File: config.mk
export PLATFORM = sky130hd
export DESIGN_NAME = round_pack
export DESIGN_NICKNAME = d
export VERILOG_FILES = /design/src/rtl/round_pack.sv
export SDC_FILE = /design/constraint.sdc
export NUM_CORES = 1
export LEC_CHECK = 0
export CORE_MARGIN = 1.5
export CORE_UTILIZATION = 53
export DETAILED_ROUTE_END_ITERATION = 6
export PLACE_DENSITY = 0.84
export SLEW_MARGIN = 20
export SYNTH_ARGS = -nofsm -noshare
export SYNTH_HDL_FRONTEND = slang
export SYNTH_SLANG_ARGS = --single-unit
File: constraint.sdc
create_clock -name clk -period 7.1 [get_ports clk]
set_input_delay 0.71 -clock clk [delete_from_list [all_inputs] [get_ports clk]]
set_output_delay 0.71 -clock clk [all_outputs]
set_load 0.02 [all_outputs]
File: src/rtl/round_pack.sv
// round_pack: two-stage IEEE-754 single-precision round-and-pack pipeline (S1 round, S2 pack/output).
// Define ROUND_MODES_EN to honour rm (RTZ/RUP/RDN); otherwise RNE is always used and rm is ignored.
module round_pack (
  input  logic        clk,
  input  logic        rst,
  input  logic        in_valid,
  output logic        in_ready,
  input  logic        sign,
  input  logic [7:0]  Er_norm,
  input  logic [23:0] Mr_norm,
  input  logic [2:0]  GRS_norm,
  input  logic        overflow,
  input  logic [1:0]  rm,
  output logic        out_valid,
  input  logic        out_ready,
  output logic [31:0] result,
  output logic        ovf_flag,
  output logic        inexact
);
  logic        s1_valid_q, s1_sign_q, s1_ovf_q, s1_sat_q, s1_inx_q;
  logic [7:0]  s1_exp_q;
  logic [22:0] s1_frac_q;
  logic        s2_valid_q, s2_ready;
  logic [31:0] result_q, result_d;
  logic        ovf_q, inx_q;
  logic        rne_inc, inc, sat_d, ovf_d;
  logic [24:0] sum;
  logic [7:0]  exp_d;
  logic [22:0] frac_d;

  assign rne_inc = GRS_norm[2] & (GRS_norm[1] | GRS_norm[0] | Mr_norm[0]);
`ifdef ROUND_MODES_EN
  // RUP rounds up positives, RDN rounds up negatives; sat selects max-finite on overflow
  assign inc   = rm == 2'b00 ? rne_inc : rm == 2'b01 ? 1'b0 : (|GRS_norm) & (sign == rm[0]);
  assign sat_d = (rm == 2'b01) | (rm[1] & (sign != rm[0]));
`else
  logic unused_rm;
  assign unused_rm = ^rm;
  assign inc       = rne_inc;
  assign sat_d     = 1'b0;
`endif
  assign sum    = {1'b0, Mr_norm} + {24'd0, inc};
  assign frac_d = sum[24] ? sum[23:1] : sum[22:0];
  assign exp_d  = sum[24] ? Er_norm + 8'd1 : (Er_norm == 8'd0 && sum[23]) ? 8'd1 : Er_norm;
  assign ovf_d  = overflow | (exp_d == 8'hFF);

  assign s2_ready  = ~s2_valid_q | out_ready;
  assign in_ready  = ~s1_valid_q | s2_ready;
  assign out_valid = s2_valid_q;
  assign result    = result_q;
  assign ovf_flag  = ovf_q;
  assign inexact   = inx_q;

  assign result_d = !s1_ovf_q ? {s1_sign_q, s1_exp_q, s1_frac_q} :
                    s1_sat_q  ? {s1_sign_q, 8'hFE, 23'h7FFFFF} : {s1_sign_q, 8'hFF, 23'h0};

  always_ff @(posedge clk) begin
    if (in_valid && in_ready) begin
      s1_sign_q <= sign;
      s1_exp_q  <= exp_d;
      s1_frac_q <= frac_d;
      s1_ovf_q  <= ovf_d;
      s1_sat_q  <= sat_d;
      s1_inx_q  <= (|GRS_norm) | ovf_d;
    end
  end

  always_ff @(posedge clk) begin
    if (rst) begin
      s1_valid_q <= 1'b0;
      s2_valid_q <= 1'b0;
      result_q   <= 32'd0;
      ovf_q      <= 1'b0;
      inx_q      <= 1'b0;
    end else begin
      if (in_ready) s1_valid_q <= in_valid;
      if (s2_ready) s2_valid_q <= s1_valid_q;
      if (s2_ready && s1_valid_q) begin
        result_q <= result_d;
        ovf_q    <= s1_ovf_q;
        inx_q    <= s1_inx_q;
      end
    end
  end
endmodule
# Word-level counts from Yosys, hierarchy flattened
# Cells that the tools add are included.
# op_classes
n_eq_ne,1
muxes,4
n_reduce_logical,5
add_sub_neg,2
bitwise_logic,9
# op_table
cell,n
2-to-1 mux 31 bit,1
adder 24 x 1 -> 25 bit,1
2-to-1 mux 23 bit,1
2-to-1 mux 8 bit,2
"adder 8 x 1 -> 8 bit, second input constant",1
"== test 8 bit, second input constant",1
logical NOT 8 bit,1
OR 1 bit,6
logical AND 1 bit,3
OR reduction 3 bit,1
inverter 1 bit,2
bitwise AND 1 bit,1
# totals
reg_bits,70
elab_cells,31
output_inout_bits,36
inputBits,43

# Logic depth before layout (Yosys ltp)
# logic_depth
ltp_word,10
mapped_depth,9
depth_no_buf,8

# Worst setup path before layout
# Ideal clock, no wire load.
# synth_timing
path_type,in2reg
startpoint,input port Mr_norm[5]
endpoint,"register s1_inx_q, data pin"
required_ns,6.846
setup_ns,0.254
path_buffers,2
arrival_time_ns,2.454
path_slack_ns,4.392
path_stages,8
path_cell_list,clkbuf_1 nand2_1 or4_1 buf_2 or4_4 a21oi_2 o31ai_2 a21o_1
# synth_between
elab_chain_cells,7
# synth_rtl
element,line,source
"start, declared",10,"input logic [23:0] Mr_norm,"
adder 24 x 1 -> 25 bit (*),42,"assign sum = {1'b0, Mr_norm} + {24'd0, inc};"
logical AND 1 bit,44,assign exp_d = sum[24] ? Er_norm + 8'd1 : (Er_norm == 8'd0 && sum[23]) ? 8'd1 : Er_norm;
2-to-1 mux 8 bit,44,
2-to-1 mux 8 bit (*),44,
== test 8 bit (*),45,assign ovf_d = overflow | (exp_d == 8'hFF);
OR 1 bit (*),45,
OR 1 bit (*),64,s1_inx_q <= (|GRS_norm) | ovf_d;
"end signal, assigned",64,
"end, declared",20,"logic s1_valid_q, s1_sign_q, s1_ovf_q, s1_sat_q, s1_inx_q;"
# Every way passes the cells marked *; elsewhere a longest branch is shown, timed or not.
# A chain may end at the register's enable or synchronous reset.

# Final worst setup path
# layout_timing
startpoint,input port GRS_norm[2]
endpoint,"register s1_ovf_q, data pin"
# layout_between
elab_chain_cells,7
# layout_rtl
element,line,source
"start, declared",11,"input logic [2:0] GRS_norm,"
bitwise AND 1 bit (*),31,assign rne_inc = GRS_norm[2] & (GRS_norm[1] | GRS_norm[0] | Mr_norm[0]);
adder 24 x 1 -> 25 bit (*),42,
logical AND 1 bit,44,
2-to-1 mux 8 bit,44,
2-to-1 mux 8 bit (*),44,
== test 8 bit (*),45,
OR 1 bit (*),45,
named net ovf_d,26,"logic rne_inc, inc, sat_d, ovf_d;"
"end signal, assigned",62,s1_ovf_q <= ovf_d;
"end, declared",20,
# The timed path passes the listed nets; every way through them passes the cells marked *.

==> flow_summary.json <==
{
  "status": "finished, final reports clean",
  "synth_seq_cells": 70,
  "startpoint": "GRS_norm[2]",
  "criticalPathCategory": "input pin to register",
  "cts_root_buffer": "clkbuf_8",
  "fp-row-count": 28,
  "yosys.area.top_type_share": 0.3076,
  "die_y_um": 82.14,
  "cp-endpoint": "s1_ovf_q",
  "htreeDepth": 3,
  "leakage_uw": 0.001437,
  "pin_count": 79,
  "drt-total-wl_mm": 6.871,
  "portBuffers": 76,
  "post_cts_resized": 0,
  "r2r_slack_ns": 5.46,
  "die_area_um2": 6747,
  "fmax_mhz": 280.1,
  "rsz0062_at_grt": "no",
  "required_ns": 7.30,
  "start_util": 0.5541,
  "syn_inst": 354,
  "worst_setup_path_end_kind": "register",
  "path_clk_slew_ns": 0.06,
  "die_x_um": 82.14,
  "cp_data_arrival_time_ns": 3.77,
  "fin_tns_setup_ns": 0,
  "syn_nets": 400,
  "nFillCells": 454,
  "syn_to_final_growth_pct": 28.31,
  "layout_common_cells": "clkdlybuf4s50_1, nand2_1, dfxtp_1",
  "worstRegToRegCells": 4,
  "clkSinkCount": 70,
  "grt_pass1_wl_mm": 11.18,
  "post_cts_buffers": 0,
  "viasPerCell": 5.436,
  "stdcell_count": 500,
  "syn_area_per_cell_um2": 9.377,
  "power_density_nw_per_um2": 196.0,
  "ys.warnings.count": 0,
  "cts_tree": "yes",
  "drtAntennaViolNets": 0,
  "grt_max_degree": 37,
  "cts.path.max_buffers": 2,
  "synth_cell_types": 42,
  "syn_area_um2": 3319,
  "async_reset_ff_frac": 0,
  "synthFlopType": "dfxtp_1",
  "hp-class": "register to register",
  "antenna_found_initial": 0,
  "antenna_cells": 0,
  "finalHoldViolations": 0,
  "synth_top_area_cell": "edfxtp_1",
  "layout_min_cycle_time_ns": 3.570,
  "report.final.slew_viol_count": 0,
  "synthTopCellsByArea": "edfxtp_1, dfxtp_1, nand2_1, nand3b_1, a21oi_1",
  "r2r-end": "result[2]",
  "cts_made_buffers": 9,
  "grt_util_all_layers": 0.2213,
  "clock_skew_ns": 0.005072,
  "insertion_delay_ns": 0.33,
  "vias": 2718,
  "avgRoutedWirePerCell_um": 13.74,
  "dp.cells": 484,
  "reg2reg_from": "out_valid",
  "cp-start-kind": "input pin",
  "dr.pass1.iters": 4,
  "worstMarginPinSlew_ns": 0.8244,
  "ys_seq_area_frac": 0.5247,
  "gp_congestion": 0.8046,
  "drc": 0,
  "critical_path.max_fanout": 17,
  "synth_edf_count": 34,
  "cts_hold_buf": 0,
  "peakVddDrop_v": 0.0001293,
  "finalCritPeriodShare": 0.5029,
  "coreArea_um2": 5991,
  "drtIter0Drc": 194,
  "final_layout_size_suffix_gt1_frac": 0.06118,
  "grt_pass1_vias": 2470,
  "layout.nets": 466,
  "final_common_cell": "clkdlybuf4s50_1",
  "maxSlewHeadroom": 0.4504,
  "setup_violations": 0,
  "place_hpwl_mm": 5.032,
  "max_cap_viol_count": 0,
  "grt_overflow": 0
}
-- flip-flops by register name (all words and copies together), names as in the netlist --
register	flops
s1_frac_q	23
inexact	1
s1_exp_q	8
s1_ovf_q	1
ovf_flag	1
out_valid	1
s1_valid_q	1
s1_sign_q	1
result	32
s1_inx_q	1
-- cell type report --
type / count / area, µm² / area share
Clock inverter: 1 / 5.005 / 0.001175
Inverter: 5 / 18.77 / 0.004407
Timing Repair Buffer: 78 / 770.7 / 0.1810
Multi-Input combinational cell: 256 / 1473 / 0.3458
Clock buffer: 15 / 156.4 / 0.03672
Sequential cell: 70 / 1742 / 0.4089
Tap cell: 75 / 93.84 / 0.02203
-- logic make-up after synthesis --
kind of cell               synth area share
buffers and inverters               0.03392
adders and majority gates           0.01131
DFF                                  0.5247
xor gates and xnor gates            0.06332
AOI/OAI and AO/OA                   0.08330
and+or+nand+nor                      0.2835
-- power breakdown --
part / internal [µW] / switching [µW]
Sequential: 446 / 9.88
Clock: 137 / 129
Combinational: 54.2 / 59.2
-- through the flow --
step | worst slack [ns] | util | cell area (µm²) | power, µW | hold WS, ns
final | 3.530 | 0.7109 | 4259 | 834.6 | 0.4495
after global routing | 3.213 | 0.7109 | 4259 | 866.3 | 0.4780
after CTS | 3.269 | 0.7105 | 4257 | 841.0 | 0.4521
after detailed placement | 2.908 | 0.6836 | 4095 | 577.4 | 0.4429
after global placement | 2.999 | 0.6840 | 4098 | 574.2 | 0.4398
after floorplan | 4.392 | - | 3319 | 518.8 | 0.4713
-- synth_stat cells, types with 3 or more instances --
master,number
inv_1,5
edfxtp_1,34
dfxtp_1,36
xor2_1,10
buf_2,3
nor2b_1,5
nand3_1,9
a21o_1,3
a21oi_1,31
o21ai_0,4
nand4_1,11
nand2_1,57
xnor2_1,14
ha_1,3
nor2_1,33
and2_1,3
nand3b_1,24
nor3_1,21
clkbuf_1,19
-- worst min-delay path by stage --
stage,from,to,slack [ns],depth (start not counted)
global placement,result[0],result[0],0.44,2
global route,result[8],result[8],0.48,2
finish,result[15],result[15],0.45,2
CTS,result[15],result[15],0.45,2
detailed placement,result[15],result[15],0.44,2
floorplan,s1_inx_q,inexact,0.47,2
-- routing by layer --
layer | part of all wire | global-route usage
met4 | 0.018 | 0.1017
met1 | 0.46 | 0.2977
met5 | 0 | 0
met3 | 0.049 | 0.03736
met2 | 0.47 | 0.3500
-- critical path: stages --
cell and delay [ns]:
clkdlybuf4s50_1 0.53, and2_1 0.14, ha_1 0.22, nand4_1 0.15, nor4_2 0.74, nor2b_2 0.67
o21ai_0 0.19, a22oi_1 0.25, a21o_1 0.16
(Power assumes the default switching activity.)
